## config.mk

```make
export PLATFORM = sky130hd
export DESIGN_NAME = weight_flusher_flat
export DESIGN_NICKNAME = d
export VERILOG_FILES = /design/src/rtl/weight_flusher_pkg.sv /design/src/rtl/weight_flusher_if.sv /design/src/rtl/weight_flusher_flush_burst_counter.sv /design/src/rtl/weight_flusher.sv /design/src/flat_wrapper.sv
export SDC_FILE = /design/constraint.sdc
export NUM_CORES = 1
export LEC_CHECK = 0
export CAP_MARGIN = 20
export CORE_ASPECT_RATIO = 1.25
export CORE_UTILIZATION = 49
export CTS_BUF_LIST = sky130_fd_sc_hd__clkbuf_4 sky130_fd_sc_hd__clkbuf_8 sky130_fd_sc_hd__clkbuf_16
export DETAILED_ROUTE_END_ITERATION = 10
export HOLD_SLACK_MARGIN = 0.12
export PLACE_DENSITY = 0.77
export SYNTH_ARGS = -nofsm -noshare
export SYNTH_HDL_FRONTEND = slang
export SYNTH_HIERARCHICAL = 1
export SYNTH_SLANG_ARGS = --single-unit
```

## constraint.sdc

```tcl
create_clock -name clk -period 3.7 [get_ports clk]
set_clock_uncertainty 0.15 [all_clocks]
set_input_delay 0.37 -clock clk [delete_from_list [all_inputs] [get_ports clk]]
set_output_delay 0.37 -clock clk [all_outputs]
set_load 0.02 [all_outputs]
```

## src/rtl/weight_flusher_pkg.sv

```systemverilog
// Shared definitions for the weight flusher and the PE-row weight buffers it feeds.
package weight_flusher_pkg;

    localparam int DATA_WIDTH_DEF   = 16;
    localparam int BUFFER_DEPTH_DEF = 16;
    localparam int NUM_ROWS_DEF     = 8;

    typedef enum logic [1:0] {
        ST_IDLE = 2'd0,
        ST_LOAD = 2'd1,
        ST_GAP  = 2'd2,
        ST_DONE = 2'd3
    } state_t;

    // A burst must fit in one buffer and target at least one existing row.
    function automatic logic cfg_legal(input logic [7:0] ks, input logic [7:0] nr,
                                       input int depth, input int rows);
        return (ks != 8'd0) && (int'(ks) <= depth) &&
               (nr != 8'd0) && (int'(nr) <= rows);
    endfunction

endpackage

```

## src/rtl/weight_flusher_if.sv

```systemverilog
// Valid/ready weight-word stream from the DMA front-end into the flusher.
interface weight_flusher_if #(
    parameter int DATA_WIDTH = 16
);
    logic [DATA_WIDTH-1:0] s_data;
    logic                  s_valid;
    logic                  s_ready;

    modport master (output s_data, output s_valid, input s_ready);
    modport slave  (input s_data, input s_valid, output s_ready);
endinterface

```

## src/rtl/weight_flusher_flush_burst_counter.sv

```systemverilog
// Word-within-row and row counters for the flush bursts, with end-of-row/end-of-job flags.
module flush_burst_counter #(
    parameter int ROW_BITS = 3
) (
    input  logic                clk,
    input  logic                rstn,
    input  logic                i_clr,
    input  logic                i_beat,
    input  logic [7:0]          i_ks,
    input  logic [7:0]          i_nr,
    output logic [ROW_BITS-1:0] o_rc,
    output logic                o_last_word,
    output logic                o_last_row
);
    logic [7:0]          r_wc;
    logic [ROW_BITS-1:0] r_rc;

    assign o_rc        = r_rc;
    assign o_last_word = (r_wc == i_ks - 8'd1);
    assign o_last_row  = (8'(r_rc) == i_nr - 8'd1);

    always_ff @(posedge clk or negedge rstn) begin
        if (!rstn) begin
            r_wc <= '0;
            r_rc <= '0;
        end else if (i_clr) begin
            r_wc <= '0;
            r_rc <= '0;
        end else if (i_beat) begin
            if (o_last_word) begin
                r_wc <= '0;
                // The final row leaves rc alone; the next start clears it.
                if (!o_last_row)
                    r_rc <= r_rc + 1'b1;
            end else begin
                r_wc <= r_wc + 8'd1;
            end
        end
    end

endmodule

```

## src/rtl/weight_flusher.sv

```systemverilog
// Turns a weight-word stream into one-hot flush bursts, kernel_size words per PE-row buffer.
module weight_flusher
    import weight_flusher_pkg::*;
#(
    parameter int DATA_WIDTH   = DATA_WIDTH_DEF,
    parameter int BUFFER_DEPTH = BUFFER_DEPTH_DEF,
    parameter int NUM_ROWS     = NUM_ROWS_DEF,
    parameter int ROW_BITS     = 3
) (
    input  logic                  clk,
    input  logic                  rstn,
    weight_flusher_if.slave       s_if,
    input  logic                  i_start,
    input  logic                  i_abort,
    input  logic [7:0]            i_kernel_size,
    input  logic [7:0]            i_num_rows,
    output logic [NUM_ROWS-1:0]   o_flush,
    output logic [DATA_WIDTH-1:0] o_flush_data,
    output logic                  o_busy,
    output logic                  o_done,
    output logic                  o_err
);
    state_t              r_state;
    state_t              w_next_state;
    logic [7:0]          r_ks;
    logic [7:0]          r_nr;
    logic                w_ready;
    logic                w_beat;
    logic                w_cfg_ok;
    logic                w_start_idle;
    logic                w_accept;
    logic [ROW_BITS-1:0] w_rc;
    logic                w_last_word;
    logic                w_last_row;

    assign w_cfg_ok     = cfg_legal(i_kernel_size, i_num_rows, BUFFER_DEPTH, NUM_ROWS);
    assign w_start_idle = (r_state == ST_IDLE) && i_start && !i_abort;
    assign w_accept     = w_start_idle && w_cfg_ok;
    assign w_beat       = s_if.s_valid && w_ready;
    assign s_if.s_ready = w_ready;

    flush_burst_counter #(
        .ROW_BITS (ROW_BITS)
    ) u_cnt (
        .clk         (clk),
        .rstn        (rstn),
        .i_clr       (w_accept || i_abort),
        .i_beat      (w_beat),
        .i_ks        (r_ks),
        .i_nr        (r_nr),
        .o_rc        (w_rc),
        .o_last_word (w_last_word),
        .o_last_row  (w_last_row)
    );

    always_ff @(posedge clk or negedge rstn) begin
        if (!rstn)
            r_state <= ST_IDLE;
        else
            r_state <= w_next_state;
    end

    always_comb begin
        w_next_state = r_state;
        w_ready      = 1'b0;
        case (r_state)
            ST_IDLE: if (w_accept) w_next_state = ST_LOAD;
            ST_LOAD: begin
                w_ready = 1'b1;
                if (w_beat && w_last_word)
                    w_next_state = w_last_row ? ST_DONE : ST_GAP;
            end
            ST_GAP:  w_next_state = ST_LOAD;
            ST_DONE: w_next_state = ST_IDLE;
            default: w_next_state = ST_IDLE;
        endcase
        // Abort gates ready in the same cycle so no beat slips through.
        if (i_abort) begin
            w_next_state = ST_IDLE;
            w_ready      = 1'b0;
        end
    end

    always_ff @(posedge clk or negedge rstn) begin
        if (!rstn) begin
            o_flush      <= '0;
            o_flush_data <= '0;
            o_busy       <= 1'b0;
            o_done       <= 1'b0;
            o_err        <= 1'b0;
            r_ks         <= '0;
            r_nr         <= '0;
        end else begin
            o_flush <= w_beat ? (NUM_ROWS'(1) << w_rc) : '0;
            if (w_beat)
                o_flush_data <= s_if.s_data;
            o_done <= (r_state == ST_DONE) && !i_abort;
            o_err  <= w_start_idle && !w_cfg_ok;
            if (i_abort || r_state == ST_DONE)
                o_busy <= 1'b0;
            else if (w_accept)
                o_busy <= 1'b1;
            if (w_accept) begin
                r_ks <= i_kernel_size;
                r_nr <= i_num_rows;
            end
        end
    end

endmodule

```

## src/flat_wrapper.sv

```systemverilog
// flat-port wrapper written by rule: the top's interface ports become plain ports
module weight_flusher_flat import weight_flusher_pkg::*;
#(
    parameter int DATA_WIDTH   = DATA_WIDTH_DEF,
    parameter int BUFFER_DEPTH = BUFFER_DEPTH_DEF,
    parameter int NUM_ROWS     = NUM_ROWS_DEF,
    parameter int ROW_BITS     = 3
)
  (clk, rstn, i_start, i_abort, i_kernel_size, i_num_rows, o_flush, o_flush_data, o_busy, o_done, o_err, s_if_s_data, s_if_s_valid, s_if_s_ready);
  weight_flusher_if #(.DATA_WIDTH(DATA_WIDTH)) s_if_i ();
  input  logic clk;
  input  logic rstn;
  input  logic i_start;
  input  logic i_abort;
  input  logic [7:0] i_kernel_size;
  input  logic [7:0] i_num_rows;
  output logic [NUM_ROWS-1:0] o_flush;
  output logic [DATA_WIDTH-1:0] o_flush_data;
  output logic o_busy;
  output logic o_done;
  output logic o_err;
  input wire logic [$bits(s_if_i.s_data)-1:0] s_if_s_data;
  input wire logic [$bits(s_if_i.s_valid)-1:0] s_if_s_valid;
  output wire logic [$bits(s_if_i.s_ready)-1:0] s_if_s_ready;
  assign s_if_i.s_data = s_if_s_data;
  assign s_if_i.s_valid = s_if_s_valid;
  assign s_if_s_ready = s_if_i.s_ready;
  weight_flusher #(.DATA_WIDTH(DATA_WIDTH), .BUFFER_DEPTH(BUFFER_DEPTH), .NUM_ROWS(NUM_ROWS), .ROW_BITS(ROW_BITS)) u_core (.clk(clk), .rstn(rstn), .s_if(s_if_i), .i_start(i_start), .i_abort(i_abort), .i_kernel_size(i_kernel_size), .i_num_rows(i_num_rows), .o_flush(o_flush), .o_flush_data(o_flush_data), .o_busy(o_busy), .o_done(o_done), .o_err(o_err));
endmodule
```

---- Yosys cells after proc, flatten, opt, wreduce, memory -nomap -nowiden ----
Cells that the tools add are included.
cells by class
  add/sub/neg operators ................... 4
  $lt $le $gt $ge ......................... 2
  eq/ne operators ......................... 8
  shifts and indexed selects .............. 1
  muxes and demuxes ....................... 17
  reduce and logical (&&, ||, !) cells .... 22
operators by type and width
  operator                                                                           number
  8-bit two-way mux                                                                  4
  8-bit nonzero test                                                                 2
  8-bit by 1-bit subtractor with 8-bit output (second input constant)                2
  3-bit two-way mux                                                                  4
  1-bit logical AND                                                                  10
  8-bit by 1-bit adder with 8-bit output (second input constant)                     1
  3-bit by 8-bit == test with 1-bit output                                           1
  8-bit == test                                                                      1
  8-bit by 4-bit less-or-equal comparator with 1-bit output (second input constant)  1
  8-bit by 5-bit less-or-equal comparator with 1-bit output (second input constant)  1
  2-bit case mux with 4 select lines                                                 1
  1-bit by 3-bit << shifter with 8-bit output (first input constant)                 1
  2-bit two-way mux                                                                  3
  3-bit by 2-bit != test with 1-bit output (second input constant)                   2
  2-bit nonzero test                                                                 3
  1-bit two-way mux                                                                  5
  2-bit == test (second input constant)                                              2
  3-bit by 1-bit adder with 3-bit output (second input constant)                     1
  3-bit AND reduction                                                                1
  2-bit by 1-bit == test with 1-bit output (second input constant)                   1
  1-bit logical NOT                                                                  2
  2-bit logical NOT                                                                  1
  1-bit logical OR                                                                   2
  2-bit != test (second input constant)                                              1
  2-bit AND reduction                                                                1
storage, ports and cells
  bits in registers ....................... 56
  bits of input ports ..................... 37
  output and inout port bits .............. 28
  word-level logic and storage cells ...... 64

---- Longest topological paths before layout ----
Gate-level depths: netlist of run 1.
  depth in word-level cells ............... 8
  gate-level depth with buffers ........... 11
  gate-level depth less buffers ........... 11

---- By module ----
Netlist of run 1, hierarchy kept.
modules (own cells, without submodules)
  module               times used  cells each  area each (µm²)  sequential area each (µm²)
  weight_flusher       1           148         1721.7           1126.1
  flush_burst_counter  1           114         996.0            275.3

---- Worst setup path before layout of run 1 ----
OpenSTA, ideal clock, no wires.
  kind .................................... reg2reg
  from .................................... register u_core.r_state[1]
  to ...................................... register u_core.u_cnt.r_wc[7]
  setup time .............................. 0.094 ns
  arrival ................................. 2.591 ns
  required time ........................... 3.456 ns
  setup slack ............................. 0.865 ns
  stages on the path, launching flop included .. 10
  buffers on the path ..................... 1
  period minus slack after synthesis ...... 2.835 ns
  path through ............................ dfrtp_1 > nor3b_1 > nand2_1 > clkinv_1 > clkbuf_1 > o211a_1 > and4_1 > nand3_1 > xor2_1 > a211oi_1
RTL lines
  item                                      RTL line                                  source
  start: declaration                        weight_flusher.sv:23                      state_t r_state;
  start signal: assignment                  weight_flusher.sv:60                      r_state <= w_next_state;
  2-bit by 1-bit == test with 1-bit output  weight_flusher.sv:66                      case (r_state)
  1-bit two-way mux                         weight_flusher.sv:66
  1-bit two-way mux                         weight_flusher.sv:78                      if (i_abort) begin
  named net s_if_s_ready                    flat_wrapper.sv:24                        output wire logic [$bits(s_if_i.s_ready)-1:0] s_if_s_ready;
  1-bit logical AND                         weight_flusher.sv:39                      assign w_beat = s_if.s_valid && w_ready;
  named net u_core.w_beat                   weight_flusher.sv:28                      logic w_beat;
  2-bit nonzero test (no source line)       --
  end signal: assignment                    weight_flusher_flush_burst_counter.sv:36  r_wc <= r_wc + 8'd1;
  end: declaration                          weight_flusher_flush_burst_counter.sv:15  logic [7:0] r_wc;
The timed path passes the listed nets, and every way through them passes these cells.
A chain may end at the register's enable or synchronous reset.

---- Final worst setup path of run 1 ----
  from .................................... register u_core.r_ks[0]
  to ...................................... register u_core.r_state[0]
between the ends
  cells in the longest elaborated chain, start to end .. 5
RTL lines
  item                                                       RTL line                                  source
  start: declaration                                         weight_flusher.sv:25                      logic [7:0] r_ks;
  start signal: assignment                                   weight_flusher.sv:104                     r_ks <= i_kernel_size;
  8-bit by 1-bit subtractor with 8-bit output                weight_flusher_flush_burst_counter.sv:19  assign o_last_word = (r_wc == i_ks - 8'd1);
  8-bit == test                                              weight_flusher_flush_burst_counter.sv:19
  named net u_core.w_last_word                               weight_flusher.sv:33                      logic w_last_word;
  1-bit logical AND                                          weight_flusher.sv:70                      if (w_beat && w_last_word)
  3-bit by 2-bit != test with 1-bit output (no source line)  --
  2-bit AND reduction (no source line)                       --
The timed path passes the listed nets, and every way through them passes these cells.

==> load_flow_metrics.sql, run 1 <==
INSERT INTO impl_metrics (metric_group, metric, value, unit) VALUES
('status', 'outcome', 'finished clean', ''),
('placed_design', 'routabilityCongestion', '0.854', ''),
('synthesis', 'yosysTopAreaCellShare', '0.516', ''),
('floorplanning', 'core_area', '5190', 'um2'),
('clock_network', 'root_buf_cell', 'sky130_fd_sc_hd__clkbuf_8', ''),
('setup_path', 'worst_ep_arrival_time', '2.89', 'ns'),
('routing', 'routed-via-count', '2122', ''),
('global_route', 'grt_util_all_layers', '0.220', ''),
('floorplanning', 'die-height', '85.3', 'um'),
('power', 'vdd_ir_drop_max', '0.180', 'mV'),
('routing', 'totalWireLength', '5770', 'um'),
('global_route', 'grt_overflow_total', '0', ''),
('power', 'cellInternalPower', '872', 'uW'),
('synthesis', 'synth-seq-area-share', '0.516', ''),
('sta', 'max-slew-margin-rel', '0.431', ''),
('setup_path', 'ff2ff_setup_slack', '0.89', 'ns'),
('synthesis', 'yosysWarningCount', '6', ''),
('synthesis', 'synth.top_cells.by_area', 'sky130_fd_sc_hd__dfrtp_1 (52%), sky130_fd_sc_hd__nand2_1 (8.0%), sky130_fd_sc_hd__mux2_2 (4.1%)', ''),
('cells_and_area', 'finish.utilization', '0.687', ''),
('routing', 'route.detailed.wl_per_inst', '14.6', 'um'),
('sta', 'rsz0062_at_grt', 'no', ''),
('synthesis', 'average_cell_area_after_synthesis', '10.4', 'um2'),
('worst_hold_path', 'worstHoldPathCells', '2', ''),
('synthesis', 'postSynth.asyncResetShare', '1.00', ''),
('run', 'max_cap_violations', '0', ''),
('setup_path', 'worst-path-max-fanout', '10', ''),
('synthesis', 'top_flip_flop_cell_by_instance_count_after_synthesis', 'sky130_fd_sc_hd__dfrtp_1', ''),
('power', 'pwr-share-comb', '0.078', ''),
('setup_path', 'crit_path_start_kind', 'flip-flop', ''),
('clock_network', 'post-cts-setup-buffers', '0', ''),
('clock_network', 'cts_htree_levels', '2', ''),
('global_route', 'grt_max_degree', '40', ''),
('setup_path', 'setup.worst_path.end_class', 'flip-flop', ''),
('placed_design', 'count_of_buffers_from_port_buffering', '64', ''),
('floorplanning', 'initial_core_utilization', '0.524', ''),
('synthesis', 'ys_seq_elements', '56', ''),
('routing', 'remaining_drc_errors', '0', ''),
('sta', 'report.final.setup_viol', '0', ''),
('global_route', 'antenna_found_initial', '0', ''),
('cells_and_area', 'insertedDiodeCount', '0', ''),
('cells_and_area', 'post_route_cells_drive_above_1_share', '0.120', ''),
('routing', 'detail_route.first_pass.iterations', '4', ''),
('clock_network', 'clk_pin_slew_worst_paths', '0.10', 'ns'),
('worst_hold_path', 'worstHoldPathType', 'reg2reg', ''),
('cells_and_area', 'layout.nets', '374', ''),
('sta', 'worst_pin_slew', '0.854', 'ns'),
('sta', 'max_clock_freq', '356', 'MHz'),
('setup_path', 'worst-setup-path-type', 'reg2reg', ''),
('routing', 'detail_route.iter0.violations', '93', ''),
('sta', 'layout_min_cycle_time', '2.81', 'ns'),
('clock_network', 'ctsLongestPathBuffers', '2', ''),
('power', 'leakage', '1.60', 'nW'),
('clock_network', 'cts_resized', '0', ''),
('setup_path', 'worst_ep_required_time', '3.78', 'ns'),
('synthesis', 'count_of_flip_flops_with_a_built_in_enable_after_synthesis', '0', ''),
('setup_path', 'r2r_cells', '11', ''),
('cells_and_area', 'layout.filler_cells', '416', ''),
('synthesis', 'syn-num-nets', '303', ''),
('sta', 'timing.hold.ws', '0.336', 'ns'),
('power', 'cellPowerDensity', '309', 'nW/um2'),
('cells_and_area', 'most_common_cell_after_layout_fill_and_taps_aside', 'sky130_fd_sc_hd__clkdlybuf4s50_1', ''),
('clock_network', 'clk-insertion-delay-late', '0.31', 'ns'),
('clock_network', 'tritoncts', 'done', ''),
('clock_network', 'tritoncts.num_buffers', '5', ''),
('power', 'netSwitchingFraction', '0.208', ''),
('power', 'power.switching', '229', 'uW'),
('synthesis', 'netlist.top_cell.by_area', 'sky130_fd_sc_hd__dfrtp_1', ''),
('synthesis', 'synth.cell_area', '2720', 'um2'),
('synthesis', 'ys_types', '50', ''),
('synthesis', 'synthCells', '262', ''),
('placed_design', 'dp_hpwl', '4300', 'um');
==> cell usage after synthesis (all sizes together), types with 2 or more instances <==
cell	count
and2	8
o21ai	3
nor4	4
xnor2	11
nor2	9
nand2	58
nor2b	2
nand3b	3
nor3	12
nand3	3
inv	7
ha	4
clkbuf	6
nor3b	3
nand2b	12
o31ai	3
nand4	3
a21oi	9
xor2	6
o22ai	2
dfrtp	56
a211oi	4
mux2	10
a31oi	3
or4	3
and3	2
==> routing by layer <==
metal	share of wire	wire [um]	GRT usage	vias up
li1	-	-	-	1039
met1	0.40	2330	0.257	1017
met5	0	0	0	-
met3	0.043	248	0.0470	9
met4	0.019	108	0.0795	0
met2	0.53	3080	0.384	57
==> worst paths after layout <==
path                                              from                     end
worst max-delay path                    u_core/r_ks[0]       u_core/r_state[0]
worst min-delay path            u_core/o_flush_data[0]  u_core/o_flush_data[0]
worst max register to register          u_core/r_ks[0]       u_core/r_state[0]
worst min register to register  u_core/o_flush_data[0]  u_core/o_flush_data[0]
max in group asynchronous                         rstn  u_core/o_flush_data[5]
min in group asynchronous                         rstn  u_core/o_flush_data[4]
==> critical path, cell delays in order, from the launching register on <==
cell and delay (ns):
sky130_fd_sc_hd__dfrtp_1 0.48, sky130_fd_sc_hd__inv_1 0.07, sky130_fd_sc_hd__ha_1 0.28, sky130_fd_sc_hd__xnor2_1 0.15, sky130_fd_sc_hd__and4b_1 0.17, sky130_fd_sc_hd__a41o_1 0.21
sky130_fd_sc_hd__a21oi_2 0.37, sky130_fd_sc_hd__nor2_1 0.22, sky130_fd_sc_hd__nand3b_1 0.14, sky130_fd_sc_hd__nand2_1 0.05, sky130_fd_sc_hd__mux2_2 0.26, sky130_fd_sc_hd__a21oi_1 0.16
==> cells by family after synthesis <==
logic type                 after synthesis  share of synthesized area
DFF                                     56                      0.516
adders and majority gates                4                     0.0184
and+or+nand+nor                        127                      0.252
muxes                                   11                     0.0451
AOI/OAI and AO/OA                       31                     0.0815
buffers and inverters                   15                     0.0239
xor gates and xnor gates                18                     0.0631
==> repair_timing <==
action / CTS / global route
setup endpoints to repair: 0 / 0
hold endpoints to repair: 38 / 0
hold buffers: 1 / 0
==> power groups by stage <==
stage | Combinational, mW | Sequential (mW) | Clock (mW)
after floorplan | 0.0219 | 0.631 | 0
after global placement | 0.0854 | 0.630 | 0
after detailed placement | 0.0869 | 0.630 | 0
after CTS | 0.0880 | 0.618 | 0.410
after global routing | 0.0954 | 0.618 | 0.434
final | 0.0864 | 0.618 | 0.397
==> registers in the layout, summed over array words and instances (netlist names) <==
signal	count
u_core/o_busy	1
u_core/o_done	1
u_core/o_err	1
u_core/o_flush	8
u_core/o_flush_data	16
u_core/r_ks	8
u_core/r_nr	8
u_core/r_state	2
u_core/u_cnt/o_rc	3
u_core/u_cnt/r_wc	8
==> per-stage QoR <==
stage / area, um2 / total power [mW] / worst slack [ns]
after floorplan: 2720 / 0.653 / 0.865
after global placement: 3440 / 0.715 / 0.751
after detailed placement: 3440 / 0.717 / 0.634
after CTS: 3560 / 1.12 / 0.919
after global routing: 3560 / 1.15 / 0.672
final: 3560 / 1.10 / 0.891
==> layout make-up <==
cell class              count  area (um2)  share of cell area
flip-flops and latches     56        1400               0.393
multi-input cells         191        1250               0.351
repair buffers             71         691               0.194
well taps                  62        77.6              0.0218
clock buffers               6        76.3              0.0214
clock inverters             2        35.0             0.00983
inverters                   8        30.0             0.00843
(Power assumes the default switching activity.)
==> inputs of run 2 (changes only) <==
Settings changed: CORE_UTILIZATION 49 to 45, PLACE_DENSITY 0.77 to 0.74.
Clock period 3.7 ns to 2.36 ns, I/O delays scaled along.
==> run 2 against run 1 <==
First-iteration DRC count shrank 1.1%. Non-clock buffer count grew 24. Sequential power grew 56%. Register-to-register slack lost 0.82 ns. Sequential share of layout area shrank 3.0 points. Final cell count grew 6.8%. Worst hold slack lost 0.17 ns. Worst setup slack lost 0.82 ns. Maximum frequency grew 23%. Critical path depth shrank 4. Via count grew 2.7%. Highest routed layer unchanged.
==> load_flow_metrics.sql, run 2 (synthesized netlist as in run 1, its figures left out) <==
INSERT INTO impl_metrics (metric_group, metric, value, unit) VALUES
('clock_network', 'numClockSinks', '56', ''),
('clock_network', 'ctsLongestPathBuffers', '2', ''),
('floorplanning', 'core_area', '5820', 'um2'),
('clock_network', 'clk-insertion-delay-late', '0.31', 'ns'),
('global_route', 'via_count_of_the_first_global_routing_pass', '2128', ''),
('routing', 'routed-via-count', '2179', ''),
('routing', 'routed_via_density', '5.15', ''),
('worst_hold_path', 'min_from', 'i_kernel_size[0]', ''),
('power', 'leakage', '1.79', 'nW'),
('status', 'outcome', 'finished clean', ''),
('cells_and_area', 'insertedDiodeCount', '0', ''),
('placed_design', 'routabilityCongestion', '0.816', ''),
('setup_path', 'crit_path_top_delay_cell', 'sky130_fd_sc_hd__or4_1', ''),
('floorplanning', 'die-height', '88.9', 'um'),
('cells_and_area', 'layout.filler_cells', '460', ''),
('cells_and_area', 'synthToLayoutAreaGrowth', '41.9', '%'),
('sta', 'max_clock_freq', '437', 'MHz'),
('clock_network', 'root_buf_cell', 'sky130_fd_sc_hd__clkbuf_8', ''),
('clock_network', 'tritoncts', 'done', ''),
('sta', 'timing.hold.ws', '0.170', 'ns'),
('cells_and_area', 'finish.cell_count_without_fillers', '423', ''),
('power', 'p_total', '1.84', 'mW'),
('global_route', 'grt_util_all_layers', '0.198', ''),
('power', 'vdd_ir_drop_max', '0.284', 'mV'),
('sta', 'report.final.setup_viol', '0', ''),
('worst_hold_path', 'worstHoldPathCells', '3', ''),
('cells_and_area', 'multiInputGateArea', '1330', 'um2'),
('placed_design', 'dp_hpwl', '4200', 'um'),
('sta', 'layout_min_cycle_time', '2.29', 'ns'),
('sta', 'final.setup.tns', '0', 'ns'),
('setup_path', 'setup.worst_path.end_class', 'flip-flop', ''),
('routing', 'detail_route.first_pass.iterations', '4', ''),
('routing', 'remaining_drc_errors', '0', ''),
('placed_design', 'count_of_buffers_from_port_buffering', '64', ''),
('routing', 'route.antenna.remaining_nets', '0', ''),
('floorplanning', 'initial_core_utilization', '0.467', ''),
('setup_path', 'r2r_cells', '7', ''),
('floorplanning', 'dieWidth', '71.5', 'um'),
('sta', 'finalHoldViolations', '0', ''),
('cells_and_area', 'flip_flop_count_of_the_largest_register_after_layout', '16', ''),
('sta', 'finalCritPeriodShare', '0.969', ''),
('sta', 'drv_slew', '0', ''),
('power', 'cellPowerDensity', '478', 'nW/um2'),
('setup_path', 'r2r_end', 'u_core/u_cnt/o_rc[0]', ''),
('routing', 'route.detailed.wl_per_inst', '13.9', 'um'),
('routing', 'detail_route.iter0.violations', '92', ''),
('placed_design', 'dp_cells', '411', ''),
('sta', 'postLayoutSetupSlackWorst', '0.0737', 'ns'),
('cells_and_area', 'regMostFlops', 'u_core/o_flush_data', ''),
('floorplanning', 'ioPinCount', '65', ''),
('global_route', 'grt_max_degree', '32', ''),
('setup_path', 'worstReg2RegStart', 'u_core/r_ks[3]', ''),
('worst_hold_path', 'worstHoldPathType', 'in2reg', ''),
('clock_network', 'tritoncts.num_buffers', '5', ''),
('setup_path', 'worst-setup-path-type', 'reg2reg', ''),
('setup_path', 'worst_setup_path_startpoint', 'u_core/r_ks[3]', ''),
('clock_network', 'cts_htree_levels', '2', ''),
('run', 'max_cap_violations', '0', ''),
('global_route', 'grt_overflow_total', '0', ''),
('floorplanning', 'fp-row-count', '31', ''),
('routing', 'totalWireLength', '5870', 'um'),
('cells_and_area', 'layout.area.seq', '1400', 'um2'),
('placed_design', 'place_worst_setup_slack', '-0.479', 'ns'),
('cells_and_area', 'post_route_cells_drive_above_1_share', '0.193', ''),
('floorplanning', 'die_area', '6360', 'um2'),
('worst_hold_path', 'whs_endpoint', 'u_core/r_ks[0]', ''),
('cells_and_area', 'most-common-layout-cells', 'sky130_fd_sc_hd__nand2_1 (58), sky130_fd_sc_hd__clkdlybuf4s50_1 (56), sky130_fd_sc_hd__dfrtp_1 (55), sky130_fd_sc_hd__buf_4 (28), sky130_fd_sc_hd__nand2b_1 (12)', ''),
('setup_path', 'worst_ep_arrival_time', '2.37', 'ns'),
('setup_path', 'worst_path_largest_cell_delay', '0.50', 'ns'),
('setup_path', 'worst_ep_required_time', '2.45', 'ns'),
('setup_path', 'crit_path_start_kind', 'flip-flop', ''),
('sta', 'max-slew-margin-rel', '0.543', ''),
('setup_path', 'path_cells', 'nor4_4 > and4b_1 > a41o_1 > a21oi_4 > buf_4 > or4_1 > a21oi_1', ''),
('cells_and_area', 'layout.nets', '398', ''),
('global_route', 'antenna_found_initial', '0', ''),
('sta', 'worst_pin_slew', '0.686', 'ns'),
('clock_network', 'clk_pin_slew_worst_paths', '0.10', 'ns'),
('global_route', 'first_pass_grt_wire_length', '9830', 'um'),
('cells_and_area', 'most_common_cell_after_layout_fill_and_taps_aside', 'sky130_fd_sc_hd__nand2_1', ''),
('setup_path', 'worst-path-max-fanout', '6', ''),
('setup_path', 'ff2ff_setup_slack', '0.07', 'ns');
run 2: cell types whose count changed in the layout (fill, tap and decap cells not counted), sizes merged, moves of 2 or more:
cell,delta
dlygate4sd3,+2
clkdlybuf4s15,+2
clkdlybuf4s50,-7
buf,+22
dlymetal6s2s,+4
run 2: what timing repair did:
action                                  in CTS  in global routing
endpoints found under the hold margin       29                  2
setup buffers                                1                  1
pin swaps                                    5                  6
gates resized for setup                      4                 14
endpoints found under the setup margin       2                  7
hold buffers                                 1                  2
gates cloned                                 0                  0
run 2: per-layer routing:
layer,vias to the layer above,track usage,share of wire
li1,1085,-,-
met1,1021,0.251,0.45
met2,68,0.345,0.50
met3,5,0.0376,0.045
met4,0,0.0624,0.0089
met5,-,0,0
run 2: how the worst max path moves through the flow:
stage,to,slack [ns],cells after the start
2_1_floorplan,u_core/u_cnt/r_wc[7],-0.24,10
3_3_place_gp,u_core/u_cnt/r_wc[7],-0.42,10
3_5_place_dp,u_core/u_cnt/r_wc[7],-0.48,10
4_1_cts,u_core/u_cnt/r_wc[7],0.009,10
5_1_grt,u_core/u_cnt/r_wc[7],-0.01,9
6_report,u_core/u_cnt/o_rc[0],0.07,7
run 2: cell type report:
cell class,count,share of cell area
Clock buffer,5,0.0179
Clock inverter,2,0.0156
Inverter,8,0.00779
Multi-Input combinational cell,191,0.344
Sequential cell,56,0.364
Tap cell,66,0.0214
Timing Repair Buffer,95,0.229
run 2: through the flow:
step	utilization	instance area (um2)
3_3_place_gp	0.621	3610
4_1_cts	0.647	3760
5_1_grt	0.663	3850
3_5_place_dp	0.621	3610
2_1_floorplan	-	2740
6_report	0.663	3850
run 2: worst max-delay path, delay by kind of cell, from the launching register on:
family,cells,cell delay [ns]
DFF,1,0.48
buffers and inverters,1,0.15
AOI/OAI and AO/OA,3,0.35
and+or+nand+nor,3,1.07
run 2: where the power goes:
group / total, mW / internal [mW] / leakage [nW] / switching, mW
registers: 0.967 / 0.963 / 0.779 / 0.00398
logic: 0.156 / 0.0906 / 0.948 / 0.0655
clock network: 0.721 / 0.418 / 0.0642 / 0.303
==> inputs of run 3 (changes only) <==
Settings changed: SLEW_MARGIN set to 20.
Clock period 2.36 ns to 1.9 ns, I/O delays scaled along.
==> run 3 against run 2 <==
The flow now finishes with violations (setup timing). Clock power grew 13%. Critical path type unchanged. Sequential power grew 24%. Worst hold slack gained 0.017 ns. Via count grew 8.9%. Largest cell class is now multi-input combinational cells. Final cell count grew 8.0%. First-iteration DRC count grew 2.2%. Count of clock-buffer cells in the layout grew 1. Register-to-register slack lost 0.41 ns.
==> load_flow_metrics.sql, run 3 (synthesized netlist as in run 1, its figures left out) <==
INSERT INTO impl_metrics (metric_group, metric, value, unit) VALUES
('status', 'outcome', 'complete, but fails checks', ''),
('status', 'violations', 'setup timing', ''),
('floorplanning', 'die_area', '6360', 'um2'),
('clock_network', 'root_buf_cell', 'sky130_fd_sc_hd__clkbuf_8', ''),
('sta', 'report.final.setup_viol', '13', ''),
('placed_design', 'routabilityCongestion', '0.813', ''),
('sta', 'postLayoutSetupSlackWorst', '-0.333', 'ns'),
('setup_path', 'crit_path_start_kind', 'flip-flop', ''),
('setup_path', 'ff2ff_setup_slack', '-0.33', 'ns'),
('placed_design', 'count_of_buffers_from_port_buffering', '64', ''),
('sta', 'layout_min_cycle_time', '2.23', 'ns'),
('sta', 'worst_pin_slew', '0.442', 'ns'),
('cells_and_area', 'most-common-layout-cells', 'sky130_fd_sc_hd__buf_4 (56), sky130_fd_sc_hd__nand2_1 (56), sky130_fd_sc_hd__clkdlybuf4s50_1 (55), sky130_fd_sc_hd__dfrtp_1 (55), sky130_fd_sc_hd__nand2b_1 (12)', ''),
('setup_path', 'setup.worst_path.end_class', 'flip-flop', ''),
('routing', 'route.antenna.remaining_nets', '0', ''),
('worst_hold_path', 'worstHoldPathType', 'in2async', ''),
('power', 'leakage', '1.97', 'nW'),
('clock_network', 'tritoncts', 'done', ''),
('routing', 'remaining_drc_errors', '0', ''),
('sta', 'max-slew-margin-rel', '0.705', ''),
('sta', 'finalHoldViolations', '0', ''),
('clock_network', 'tritoncts.num_buffers', '5', ''),
('cells_and_area', 'post_route_cells_drive_above_1_share', '0.304', ''),
('floorplanning', 'dieWidth', '71.5', 'um'),
('clock_network', 'numClockSinks', '56', ''),
('cells_and_area', 'layout.nets', '431', ''),
('setup_path', 'worst-path-max-fanout', '2', ''),
('setup_path', 'worst_ep_required_time', '1.97', 'ns'),
('clock_network', 'ctsLongestPathBuffers', '2', ''),
('clock_network', 'cts_htree_levels', '2', ''),
('setup_path', 'worstReg2RegStart', 'u_core/r_state[1]', ''),
('routing', 'route.detailed.wl_per_inst', '14.0', 'um'),
('setup_path', 'worst_ep_arrival_time', '2.31', 'ns'),
('setup_path', 'r2r_end', 'u_core/u_cnt/r_wc[7]', ''),
('floorplanning', 'fp-row-count', '31', ''),
('setup_path', 'r2r_cells', '9', ''),
('floorplanning', 'ioPinCount', '65', ''),
('routing', 'totalWireLength', '6380', 'um'),
('global_route', 'via_count_of_the_first_global_routing_pass', '2272', ''),
('floorplanning', 'initial_core_utilization', '0.467', ''),
('power', 'p_total', '2.23', 'mW'),
('setup_path', 'worst-setup-path-type', 'reg2reg', ''),
('global_route', 'grt_overflow_total', '0', ''),
('global_route', 'grt_max_degree', '24', ''),
('floorplanning', 'die-height', '88.9', 'um'),
('sta', 'rsz0062_at_grt', 'yes', ''),
('global_route', 'antenna_found_initial', '0', ''),
('clock_network', 'clk_pin_slew_worst_paths', '0.10', 'ns'),
('routing', 'detail_route.first_pass.iterations', '4', ''),
('sta', 'final.setup.tns', '-2.98', 'ns'),
('power', 'vdd_ir_drop_max', '0.355', 'mV'),
('routing', 'detail_route.iter0.violations', '94', ''),
('cells_and_area', 'synthToLayoutAreaGrowth', '53.9', '%'),
('clock_network', 'clk-insertion-delay-late', '0.31', 'ns'),
('routing', 'routed_via_density', '5.19', ''),
('global_route', 'grt_util_all_layers', '0.212', ''),
('floorplanning', 'core_area', '5820', 'um2'),
('global_route', 'first_pass_grt_wire_length', '10400', 'um'),
('cells_and_area', 'regMostFlops', 'u_core/o_flush_data', ''),
('placed_design', 'dp_hpwl', '4550', 'um'),
('routing', 'routed-via-count', '2373', ''),
('cells_and_area', 'flip_flop_count_of_the_largest_register_after_layout', '16', ''),
('run', 'max_cap_violations', '0', ''),
('cells_and_area', 'insertedDiodeCount', '0', ''),
('sta', 'max_clock_freq', '448', 'MHz'),
('sta', 'finalCritPeriodShare', '1.18', ''),
('power', 'cellPowerDensity', '534', 'nW/um2'),
('sta', 'drv_slew', '0', ''),
('sta', 'timing.hold.ws', '0.187', 'ns');
run 3: cell types whose count changed in the layout (fill, tap and decap cells not counted), moves of 4 or more:
cell,before,now
sky130_fd_sc_hd__buf_4,28,56
sky130_fd_sc_hd__buf_6,0,6
sky130_fd_sc_hd__dlygate4sd2_1,1,5
sky130_fd_sc_hd__dlymetal6s2s_1,4,0
run 3: worst max path at each step:
stage / from / end / slack, ns / depth (start not counted)
CTS: u_core/r_state[0] / u_core/u_cnt/r_wc[7] / -0.36 / 9
detailed placement: i_num_rows[5] / u_core/u_cnt/r_wc[7] / -0.93 / 10
floorplan: i_num_rows[5] / u_core/u_cnt/r_wc[7] / -0.66 / 10
finish: u_core/r_state[1] / u_core/u_cnt/r_wc[7] / -0.33 / 9
global placement: i_num_rows[5] / u_core/u_cnt/r_wc[7] / -0.82 / 10
global route: u_core/r_state[1] / u_core/u_cnt/r_wc[7] / -0.43 / 9
run 3: layout make-up:
type / instances / area [um2]
clock buffer: 6 / 82.6
sequential: 56 / 1400
timing repair buffer: 128 / 1140
clock inverter: 2 / 38.8
fill: 428 / 1640
inverter: 8 / 32.5
multi-input combinational: 191 / 1410
tap: 66 / 82.6
run 3: power breakdown:
part	internal, mW	switching [mW]
combinational	0.125	0.0912
clock	0.431	0.384
sequential	1.20	0.00464
total	1.75	0.480
run 3: repair_timing:
item / in CTS / in global routing
hold buffers: 1 / 0
pin swaps: 13 / 10
resized for setup: 27 / 17
endpoints found under the hold margin: 56 / 0
setup buffers: 7 / 6
gates cloned: 0 / 0
endpoints found under the setup margin: 23 / 15
run 3: per-layer routing:
layer  up-vias  track usage  share of wire
li1       1165            -              -
met1      1132        0.244           0.43
met2        68        0.403           0.52
met3         8       0.0330          0.040
met4         0       0.0713          0.015
met5         -            0              0
run 3: metrics by stage:
step	cells	setup slack [ns]	instance area, um2	util
2_1_floorplan	262	-0.657	2760	-
6_report	457	-0.333	4180	0.719
5_1_grt	457	-0.432	4180	0.719
3_5_place_dp	435	-0.927	3810	0.655
3_3_place_gp	435	-0.822	3810	0.655
4_1_cts	451	-0.363	4080	0.701
run 3: worst max-delay path: stages, from the launching register on:
cell	delay (ns)
sky130_fd_sc_hd__dfrtp_1	0.42
sky130_fd_sc_hd__nor4b_4	0.29
sky130_fd_sc_hd__buf_4	0.18
sky130_fd_sc_hd__nand4_4	0.10
sky130_fd_sc_hd__or2b_1	0.21
sky130_fd_sc_hd__o211a_1	0.16
sky130_fd_sc_hd__and4_1	0.20
sky130_fd_sc_hd__nand3_1	0.09
sky130_fd_sc_hd__xor2_1	0.18
sky130_fd_sc_hd__a211oi_1	0.16
